$ cat config.mk
export PLATFORM = sky130hd
export DESIGN_NAME = cpu_core_mc_flat
export DESIGN_NICKNAME = d
export VERILOG_FILES = /design/src/rtl/cpu_core_mc_if.sv /design/src/rtl/cpu_core_mc.sv /design/src/flat_wrapper.sv
export SDC_FILE = /design/constraint.sdc
export NUM_CORES = 2
export LEC_CHECK = 0
export ABC_AREA = 1
export CAP_MARGIN = 20
export CORE_MARGIN = 2
export CORE_UTILIZATION = 40
export CTS_CLUSTER_DIAMETER = 30
export DETAILED_ROUTE_END_ITERATION = 7
export GPL_TIMING_DRIVEN = 1
export MAX_ROUTING_LAYER = met4
export PLACE_DENSITY = 0.55
export RECOVER_POWER = 100
export SLEW_MARGIN = 20
export SYNTH_ARGS = -nofsm -noshare
export SYNTH_HDL_FRONTEND = slang
export SYNTH_SLANG_ARGS = --single-unit
$ cat constraint.sdc
create_clock -name clk -period 3.4 [get_ports clk]
set_input_delay 1.02 -clock clk [delete_from_list [all_inputs] [get_ports clk]]
set_output_delay 1.02 -clock clk [all_outputs]
set_load 0.01 [all_outputs]
$ cat src/rtl/cpu_core_mc_if.sv
// Instruction-memory port of cpu_core_mc: request/address out, ready/data back.
interface cpu_core_mc_if #(
  parameter int unsigned AW = 8
);
  logic          imem_req;
  logic [AW-1:0] imem_addr;
  logic          imem_ready;
  logic [31:0]   imem_rdata;

  modport master (
    output imem_req,
    output imem_addr,
    input  imem_ready,
    input  imem_rdata
  );

  modport slave (
    input  imem_req,
    input  imem_addr,
    output imem_ready,
    output imem_rdata
  );
endinterface

$ cat src/rtl/cpu_core_mc.sv
// Multi-cycle reduced-RV32 core: FETCH/EXEC/WB sequencing, internal register
// file, halts after last_pc retires or on an illegal instruction.
module cpu_core_mc #(
  parameter int unsigned XLEN  = 32,
  parameter int unsigned NREGS = 16,
  parameter int unsigned AW    = 8
) (
  input  logic            clk,
  input  logic            rst_n,
  input  logic [AW-1:0]   last_pc,
  cpu_core_mc_if.master   imem,
  input  logic [4:0]      dbg_raddr,
  output logic [XLEN-1:0] dbg_rdata,
  output logic            retire,
  output logic            halted,
  output logic            illegal
);

  localparam int unsigned RIDX = (NREGS > 1) ? $clog2(NREGS) : 1;

  localparam logic [6:0] OPC_OPIMM  = 7'b0010011;
  localparam logic [6:0] OPC_OP     = 7'b0110011;
  localparam logic [6:0] OPC_LUI    = 7'b0110111;
  localparam logic [6:0] OPC_BRANCH = 7'b1100011;

  typedef enum logic [1:0] {
    S_FETCH = 2'd0,
    S_EXEC  = 2'd1,
    S_WB    = 2'd2,
    S_HALT  = 2'd3
  } state_e;

  state_e            state_q, state_d;
  logic [AW-1:0]     pc_q, pc_d;
  logic [31:0]       instr_q, instr_d;
  logic [XLEN-1:0]   result_q, result_d;
  logic [AW-1:0]     next_pc_q, next_pc_d;
  logic              wr_q, wr_d;
  logic              exec_ill_q, exec_ill_d;
  logic              retire_q, retire_d;
  logic              halted_q, halted_d;
  logic              illegal_q, illegal_d;
  logic [XLEN-1:0]   regs_q [NREGS];

  logic              rf_we;
  logic [RIDX-1:0]   rf_waddr;
  logic [XLEN-1:0]   rf_wdata;

  // Decode fields of the latched instruction
  logic [6:0]        opcode;
  logic [2:0]        funct3;
  logic [6:0]        funct7;
  logic [4:0]        rd_idx, rs1_idx, rs2_idx;
  logic              rd_ok, rs1_ok, rs2_ok;
  logic [XLEN-1:0]   rs1_v, rs2_v;
  logic [XLEN-1:0]   imm_i, imm_u;
  logic signed [12:0] imm_b;
  logic [AW-1:0]     pc_seq;
  logic [XLEN-1:0]   alu_res_c;
  logic [AW-1:0]     npc_c;
  logic              wr_c;
  logic              ill_c;

  assign opcode  = instr_q[6:0];
  assign rd_idx  = instr_q[11:7];
  assign funct3  = instr_q[14:12];
  assign rs1_idx = instr_q[19:15];
  assign rs2_idx = instr_q[24:20];
  assign funct7  = instr_q[31:25];

  assign rd_ok   = 32'(rd_idx)  < NREGS;
  assign rs1_ok  = 32'(rs1_idx) < NREGS;
  assign rs2_ok  = 32'(rs2_idx) < NREGS;

  assign imm_i   = XLEN'($signed(instr_q[31:20]));
  assign imm_u   = XLEN'($signed({instr_q[31:12], 12'b0}));
  assign imm_b   = $signed({instr_q[31], instr_q[7], instr_q[30:25], instr_q[11:8], 1'b0});
  assign pc_seq  = pc_q + AW'(1);

  // Register-file read ports; x0 and out-of-range indices read as zero
  always_comb begin
    rs1_v = '0;
    rs2_v = '0;
    if (rs1_idx != 5'd0 && rs1_ok) rs1_v = regs_q[rs1_idx[RIDX-1:0]];
    if (rs2_idx != 5'd0 && rs2_ok) rs2_v = regs_q[rs2_idx[RIDX-1:0]];
  end

  // Debug read port
  always_comb begin
    dbg_rdata = '0;
    if (dbg_raddr != 5'd0 && 32'(dbg_raddr) < NREGS) dbg_rdata = regs_q[dbg_raddr[RIDX-1:0]];
  end

  // Execute: ALU result, next pc, write enable and legality of instr_q
  always_comb begin
    alu_res_c = '0;
    npc_c     = pc_seq;
    wr_c      = 1'b0;
    ill_c     = 1'b0;
    unique case (opcode)
      OPC_OPIMM: begin
        wr_c = 1'b1;
        if (!(rd_ok && rs1_ok)) ill_c = 1'b1;
        case (funct3)
          3'b000:  alu_res_c = rs1_v + imm_i;
          3'b010:  alu_res_c = XLEN'($signed(rs1_v) < $signed(imm_i));
          3'b100:  alu_res_c = rs1_v ^ imm_i;
          3'b110:  alu_res_c = rs1_v | imm_i;
          3'b111:  alu_res_c = rs1_v & imm_i;
          default: ill_c = 1'b1;
        endcase
      end
      OPC_OP: begin
        wr_c = 1'b1;
        if (!(rd_ok && rs1_ok && rs2_ok)) ill_c = 1'b1;
        if (funct7 == 7'b0000000) begin
          case (funct3)
            3'b000:  alu_res_c = rs1_v + rs2_v;
            3'b010:  alu_res_c = XLEN'($signed(rs1_v) < $signed(rs2_v));
            3'b100:  alu_res_c = rs1_v ^ rs2_v;
            3'b110:  alu_res_c = rs1_v | rs2_v;
            3'b111:  alu_res_c = rs1_v & rs2_v;
            default: ill_c = 1'b1;
          endcase
        end else if (funct7 == 7'b0100000 && funct3 == 3'b000) begin
          alu_res_c = rs1_v - rs2_v;
        end else begin
          ill_c = 1'b1;
        end
      end
      OPC_LUI: begin
        wr_c      = 1'b1;
        alu_res_c = imm_u;
        if (!rd_ok) ill_c = 1'b1;
      end
      OPC_BRANCH: begin
        if (!(rs1_ok && rs2_ok)) ill_c = 1'b1;
        case (funct3)
          3'b000:  if (rs1_v == rs2_v) npc_c = pc_q + AW'(imm_b >>> 2);
          3'b001:  if (rs1_v != rs2_v) npc_c = pc_q + AW'(imm_b >>> 2);
          default: ill_c = 1'b1;
        endcase
      end
      default: ill_c = 1'b1;
    endcase
  end

  // Next-state and commit logic
  always_comb begin
    state_d    = state_q;
    pc_d       = pc_q;
    instr_d    = instr_q;
    result_d   = result_q;
    next_pc_d  = next_pc_q;
    wr_d       = wr_q;
    exec_ill_d = exec_ill_q;
    retire_d   = 1'b0;
    halted_d   = halted_q;
    illegal_d  = illegal_q;
    rf_we      = 1'b0;
    rf_waddr   = rd_idx[RIDX-1:0];
    rf_wdata   = result_q;
    unique case (state_q)
      S_FETCH: begin
        if (imem.imem_ready) begin
          instr_d = imem.imem_rdata;
          state_d = S_EXEC;
        end
      end
      S_EXEC: begin
        result_d   = alu_res_c;
        next_pc_d  = npc_c;
        wr_d       = wr_c;
        exec_ill_d = ill_c;
        retire_d   = !ill_c;
        state_d    = S_WB;
      end
      S_WB: begin
        if (!exec_ill_q) begin
          rf_we = wr_q && (rd_idx != 5'd0);
          pc_d  = next_pc_q;
        end
        if (pc_q == last_pc || exec_ill_q) begin
          state_d   = S_HALT;
          halted_d  = 1'b1;
          illegal_d = exec_ill_q;
        end else begin
          state_d = S_FETCH;
        end
      end
      S_HALT: state_d = S_HALT;
      default: state_d = S_FETCH;
    endcase
  end

  // State, datapath and register-file flops
  always_ff @(posedge clk or negedge rst_n) begin
    if (!rst_n) begin
      state_q    <= S_FETCH;
      pc_q       <= '0;
      instr_q    <= '0;
      result_q   <= '0;
      next_pc_q  <= '0;
      wr_q       <= 1'b0;
      exec_ill_q <= 1'b0;
      retire_q   <= 1'b0;
      halted_q   <= 1'b0;
      illegal_q  <= 1'b0;
      regs_q     <= '{default: '0};
    end else begin
      state_q    <= state_d;
      pc_q       <= pc_d;
      instr_q    <= instr_d;
      result_q   <= result_d;
      next_pc_q  <= next_pc_d;
      wr_q       <= wr_d;
      exec_ill_q <= exec_ill_d;
      retire_q   <= retire_d;
      halted_q   <= halted_d;
      illegal_q  <= illegal_d;
      if (rf_we) regs_q[rf_waddr] <= rf_wdata;
    end
  end

  // Fetch request is a decode of the state flop, forced low while in reset
  assign imem.imem_req  = (state_q == S_FETCH) && rst_n;
  assign imem.imem_addr = pc_q;
  assign retire         = retire_q;
  assign halted         = halted_q;
  assign illegal        = illegal_q;

endmodule

$ cat src/flat_wrapper.sv
// flat-port wrapper written by rule: the top's interface ports become plain ports
module cpu_core_mc_flat 
#(
  parameter int unsigned XLEN  = 32,
  parameter int unsigned NREGS = 16,
  parameter int unsigned AW    = 8
)
  (clk, rst_n, last_pc, dbg_raddr, dbg_rdata, retire, halted, illegal, imem_imem_req, imem_imem_addr, imem_imem_ready, imem_imem_rdata);
  cpu_core_mc_if #(.AW(AW)) imem_i ();
  input  logic clk;
  input  logic rst_n;
  input  logic [AW-1:0] last_pc;
  input  logic [4:0] dbg_raddr;
  output logic [XLEN-1:0] dbg_rdata;
  output logic retire;
  output logic halted;
  output logic illegal;
  output wire logic [$bits(imem_i.imem_req)-1:0] imem_imem_req;
  output wire logic [$bits(imem_i.imem_addr)-1:0] imem_imem_addr;
  input wire logic [$bits(imem_i.imem_ready)-1:0] imem_imem_ready;
  input wire logic [$bits(imem_i.imem_rdata)-1:0] imem_imem_rdata;
  assign imem_imem_req = imem_i.imem_req;
  assign imem_imem_addr = imem_i.imem_addr;
  assign imem_i.imem_ready = imem_imem_ready;
  assign imem_i.imem_rdata = imem_imem_rdata;
  cpu_core_mc #(.XLEN(XLEN), .NREGS(NREGS), .AW(AW)) u_core (.clk(clk), .rst_n(rst_n), .last_pc(last_pc), .imem(imem_i), .dbg_raddr(dbg_raddr), .dbg_rdata(dbg_rdata), .retire(retire), .halted(halted), .illegal(illegal));
endmodule
* Yosys cells after proc, flatten, opt, wreduce, memory -nomap -nowiden
Index checks and enable logic that the tools add are counted.
** Word-level totals
- Register bits :: 599
- Input bits :: 48
- Output and inout bits :: 44
- Logic and storage cells :: 136
** Operators by class
- $add $sub $neg :: 5
- Order comparisons :: 11
- Equal/unequal tests :: 17
- Mux-type cells :: 41
- Bitwise logic cells :: 11
- Reductions and logical operators :: 25
** Operators by type and width (number)
- $bwmux 512 :: 1
- $bmux 32 s4 :: 3
- $mux 32 :: 12
- $pmux 32 s5 :: 2
- $demux 32 s4 :: 1
- $pmux 32 s3 :: 1
- $add 32x32->32 :: 2
- $and 32x32->32 :: 2
- $or 32x32->32 :: 2
- $xor 32x32->32 :: 2
- $eq 32x32->1 :: 1
- $lt 32x12->1 :: 1
- $lt 32x32->1 :: 1
- $ne 32x32->1 :: 1
- $sub 32x32->32 :: 1
- $mux 8 :: 3
- $eq 7x6->1 const B :: 3
- $ge 5x5->1 const B :: 4
- $lt 5x5->1 const B :: 4
- $not 4->5 :: 4
- $reduce_bool 5->1 :: 4
- $pmux 8 s2 :: 1
- $mux 1 :: 13
- $logic_and 1x1->1 :: 10
- other kinds (25) :: 31

* Longest topological paths before layout
- Depth in word-level cells :: 9
- Mapped depth :: 30
- Mapped depth without buffers :: 27

* Least setup slack after synthesis
OpenSTA, ideal clock, no wires.
- Kind :: flip-flop to flip-flop
- From :: reg u_core.instr_q[15]
- To :: reg u_core.result_q[30]
- Library setup time :: 117 ps
- Data arrival time :: 3542 ps
- Required time :: 3283 ps
- Slack :: -259 ps
- Cell stages (with the launch flop) :: 29
- Buffers on the path :: 5
- Clock period less this slack :: 3659 ps
- Path through :: dfrtp_1 -> buf_2 -> buf_4 -> buf_4 -> buf_2 -> buf_4 -> nand2_1 -> o211ai_1 -> nand3_1 -> o211ai_1 -> a21oi_1 -> inv_1 -> fa_1 -> inv_1 -> nand3_1 -> nand3_1 -> nand2_1 -> nand2_1 -> nand2_1 -> nand2_1 -> nand2_1 -> nand2_1 -> nand2_1 -> nand3_1 -> nand2_1 -> nand3_1 -> nand2_1 -> nand2_1 -> nand2_1
** On the way
- Cells in the longest elaborated chain, start to end :: 9
- Elaborated cells between the ends (all ways) :: 22
- Those cells by class :: 3 x add/sub; 1 x order compare; 9 x mux; 7 x bitwise; 2 x reduce/logical
** RTL lines
- start: declaration :: line cpu_core_mc.sv:35 : logic [31:0] instr_q, instr_d;
- start signal: assignment :: line cpu_core_mc.sv:213 : instr_q <= instr_d;
- $not 4->5 (implied by the code) :: line cpu_core_mc.sv:84 : if (rs1_idx != 5'd0 && rs1_ok) rs1_v = regs_q[rs1_idx[RIDX-1:0]];
- $bmux 32 s4 :: line cpu_core_mc.sv:84
- $mux 32 (implied by the code) (2 in a row) :: line cpu_core_mc.sv:84
- $mux 32 (*) :: line cpu_core_mc.sv:84
- $add 32x32->32, or another cell as far along :: line cpu_core_mc.sv:118 : 3'b000: alu_res_c = rs1_v + rs2_v;
- $pmux 32 s5 / $mux 32 (equally long branches) :: line cpu_core_mc.sv:117, cpu_core_mc.sv:125
- $mux 32 :: line cpu_core_mc.sv:116 : if (funct7 == 7'b0000000) begin
- $pmux 32 s3 (*) :: line cpu_core_mc.sv:100 : unique case (opcode)
- end signal: assignment :: line cpu_core_mc.sv:214 : result_q <= result_d;
- end: declaration :: line cpu_core_mc.sv:36 : logic [XLEN-1:0] result_q, result_d;
Every way passes the cells marked *; elsewhere a longest branch is shown, timed or not. The select of a mux whose other input is x is not followed.
A chain may end at the register's enable or synchronous reset.

* Worst setup path after layout
- From :: reg u_core.instr_q[16]
- To :: reg u_core.result_q[10]
Same word-level chain as after synthesis.

==> flow_summary.yaml <==
timing:
  min_period_over_period_pct: 117
  max_slew_margin_pct: -10.1
  fmax_ghz: 0.250
  drv_slew: 11
  min_period_ps: 3990
  tightest_slew_ps: 1650
  fin_tns_setup_ps: -25640
  clock_skew_ps: 72.8
  setup_ws_ps: -593
  rsz0062_at_grt: "true"
  finalSetupViolations: 112
  finalHoldViolCount: 0
placed_design:
  dp_hpwl_um: 171000
  placed_area_mm2: 0.0585
  placed_cells: 9455
  gp_congestion: 1.04
  portBuffers: 91
floorplanning:
  fp.dieH_um: 348
  io-pin-count: 92
  die_area_mm2: 0.121
  fp.dieW_um: 348
  start_util_pct: 40.2
  coreArea_mm2: 0.118
  num_rows: 126
grt:
  grt_max_degree: 159
  use_met2_pct: 63.0
  track_usage_pct: 42.4
  grt_overflow: 0
  antenna_found_initial: 3
  busiest_layer: "met2"
  grt_pass1_wl_um: 372000
  grt.met1_usage_pct: 54.6
  grt_use_met3_pct: 8.37
  grt_pass1_vias: 55700
synth:
  synthFlopType: "dfrtp_1"
  yosys_warnings: 0
  syn_inst: 7177
  synth_compound_area_share_pct: 29.2
  synth_simple_gate_area_share_pct: 22.2
  netlist_area_mm2: 0.0473
  synth_fa_ha_area_share_pct: 6.02
  synth_area_leaders: "dfrtp_1 32%, o21ai_0 15%, nand2_1 12%"
  yosys.cell_types.count: 57
  synth-seq-cells: 599
  synth_top_family_by_area: "compound AO/OA/AOI/OAI gates"
  synth_top_area_share_pct: 31.7
  synthMuxAreaShare_pct: 0.0238
  async_flop_share_pct: 100
  syn-mean-instance-area_um2: 6.59
  syn-num-nets: 7450
  yosysSeqAreaShare_pct: 31.7
  synth-xor-area-share_pct: 0.334
  synth-edff-count: 0
  yosys.area.top_type: "dfrtp_1"
clock_network:
  cts_hold_buf: 0
  clock_latency_ps: 820
  cts_tree: "yes"
  h-tree-depth: 4
  cts_buffer_depth: 3
  cts_sinks: 599
  cts_root_buffer: "clkbuf_16"
  cts.clk_slew.worst_paths_ps: 50
  cts_buffers: 177
hold_path:
  hold_depth: 2
  min_from: "u_core.regs_q[222]$_DFFE_PN0P_"
  hp-class: "flip-flop to flip-flop"
power:
  leakage_nw: 33.2
  vdd_drop_max_mv: 0.504
  powerDensity_mw_per_mm2: 369
final_layout:
  register_area_mm2: 0.0150
  multi_input_area_mm2: 0.0314
  layout.nets: 8595
  fillers: 10600
  syn_to_final_growth_pct: 54.3
  final_cells: 10000
  stdcell_area_mm2: 0.0729
  drive_gt1_share_pct: 30.9
routing:
  dr.pass1.iters: 8
  post-route-drc-count: 0
  drt-vias-per-instance: 5.91
  dr_total_vias: 59200
  wl_um: 258000
  avgRoutedWirePerCell_um: 25.8
  ant_nets: 0
  first_iter_violations: 7688
setup_path:
  crit_start: "u_core.instr_q[16]$_DFFE_PN0P_"
  critPathKind: "flip-flop to flip-flop"
  worst-r2r-cell-count: 26
  end_kind: "flip-flop"
  timing.rr.start: "u_core.instr_q[16]$_DFFE_PN0P_"
  cp.arrival_ps: 4680
  cp.required_ps: 4090
  cp_max_fo: 8
  cp-start-kind: "flip-flop"
status:
  violations: "capacitance limit, slew limit, setup timing"
  status: "finished with violations"
run:
  cap_violations: 1
==> worst max-delay path: stages (launching register included) <==
cell and delay, ps:
dfrtp_4 480, buf_12 170, buf_12 160, buf_12 160
a21oi_1 120, o21ai_0 120, o21ai_1 90, a22o_1 280
inv_2 80, a21oi_4 190, inv_2 80, buf_4 160
ha_4 310, nand2_1 80, nand2_1 100, nand2_1 70
nand2_2 110, inv_1 60, nand2_2 90, buf_4 160
a21oi_1 70, o21ai_1 130, o2111ai_2 140, nand2_1 140
nand2_2 120, nand2_1 80, nand2_1 70
==> synthesized netlist by cell type, drive strengths merged (23+ instances only) <==
cell type     n
o22ai        47
ha          221
o21ai      1517
inv         708
nor2        475
o21bai       23
a31oi        39
nand2      1583
o211ai      196
nand3       400
a21oi       614
nand4        28
clkbuf      301
buf         227
a22o         64
dfrtp       599
==> per-layer routing <==
metal | wire [µm] | part of all wire [%]
met1 | 104000 | 40
met2 | 111000 | 43
met3 | 25900 | 10
met4 | 17100 | 6.6
met5 | 0 | 0
==> sequential cells by signal (all words and copies together), names as in the netlist <==
name                   count
u_core.next_pc_q           8
u_core.result_q           32
u_core.illegal             1
u_core.halted              1
u_core.regs_q            512
u_core.retire              1
u_core.instr_q            32
u_core.state_q             2
u_core.exec_ill_q          1
u_core.wr_q                1
u_core.imem.imem_addr      8
==> placed cells by master, fill, tap and decap left out, types with 196 or more instances in the layout <==
master	instances
o211ai_1	196
nand3_1	327
clkbuf_16	196
nor2_1	363
o21ai_0	1161
a21oi_1	395
buf_4	1028
o21ai_1	329
inv_1	614
nand2_1	1376
dfrtp_1	590
==> where the power goes <==
part | total (mW) | switching, mW | internal (mW)
Combinational | 1.50 | 0.868 | 0.628
Sequential | 7.16 | 0 | 7.16
Clock | 18.2 | 5.46 | 12.8
Total | 26.9 | 6.32 | 20.6
==> per-stage QoR <==
step | worst slack, ps | power [mW] | hold WS, ps | util, %
after detailed placement | -1020 | 8.24 | 458 | 49.8
after CTS | -472 | 26.8 | 336 | 60.6
after floorplan | 0.125 | 7.61 | 449 | -
after global routing | -723 | 27.4 | 500 | 62.0
final | -593 | 26.9 | 478 | 62.0
after global placement | -1010 | 8.24 | 457 | 49.8
==> final timing paths <==
kind | slack, ps | end
max in group asynchronous | -20 | u_core.regs_q[182]$_DFFE_PN0P_
worst max-delay path | -590 | u_core.result_q[10]$_DFFE_PN0P_
min in group asynchronous | 1550 | u_core.regs_q[78]$_DFFE_PN0P_
worst max register to register | -590 | u_core.result_q[10]$_DFFE_PN0P_
worst min-delay path | 480 | u_core.regs_q[222]$_DFFE_PN0P_
worst min register to register | 480 | u_core.regs_q[222]$_DFFE_PN0P_
==> final cells by class <==
cell class	instances	area share, %
Timing Repair Buffer	1494	21.0
Antenna cell	3	0.0103
Tap cell	1536	2.63
Multi-Input combinational cell	5338	43.0
Sequential cell	599	20.6
Clock buffer	231	6.82
Inverter	712	3.80
Clock inverter	98	2.20
==> timing repair <==
item                                    4_1_cts  5_1_grt
cloned                                       53       19
resized for setup                          1190      540
endpoints found under the setup margin       72       72
pin swaps                                   305      328
buffers inserted                            127       53
==> logic make-up (layout without fill, tap and decap cells) <==
family | count (synthesis) | count (layout)
AO/OA/AOI/OAI | 2549 | 2549
AND/OR/NAND/NOR | 2545 | 2545
buffers and inverters | 1240 | 2535
flip-flops | 599 | 599
adder cells (fa/ha/maj) | 225 | 225
XOR/XNOR | 18 | 18
multiplexers | 1 | 1
other | 0 | 3
(Power assumes the default switching activity.)
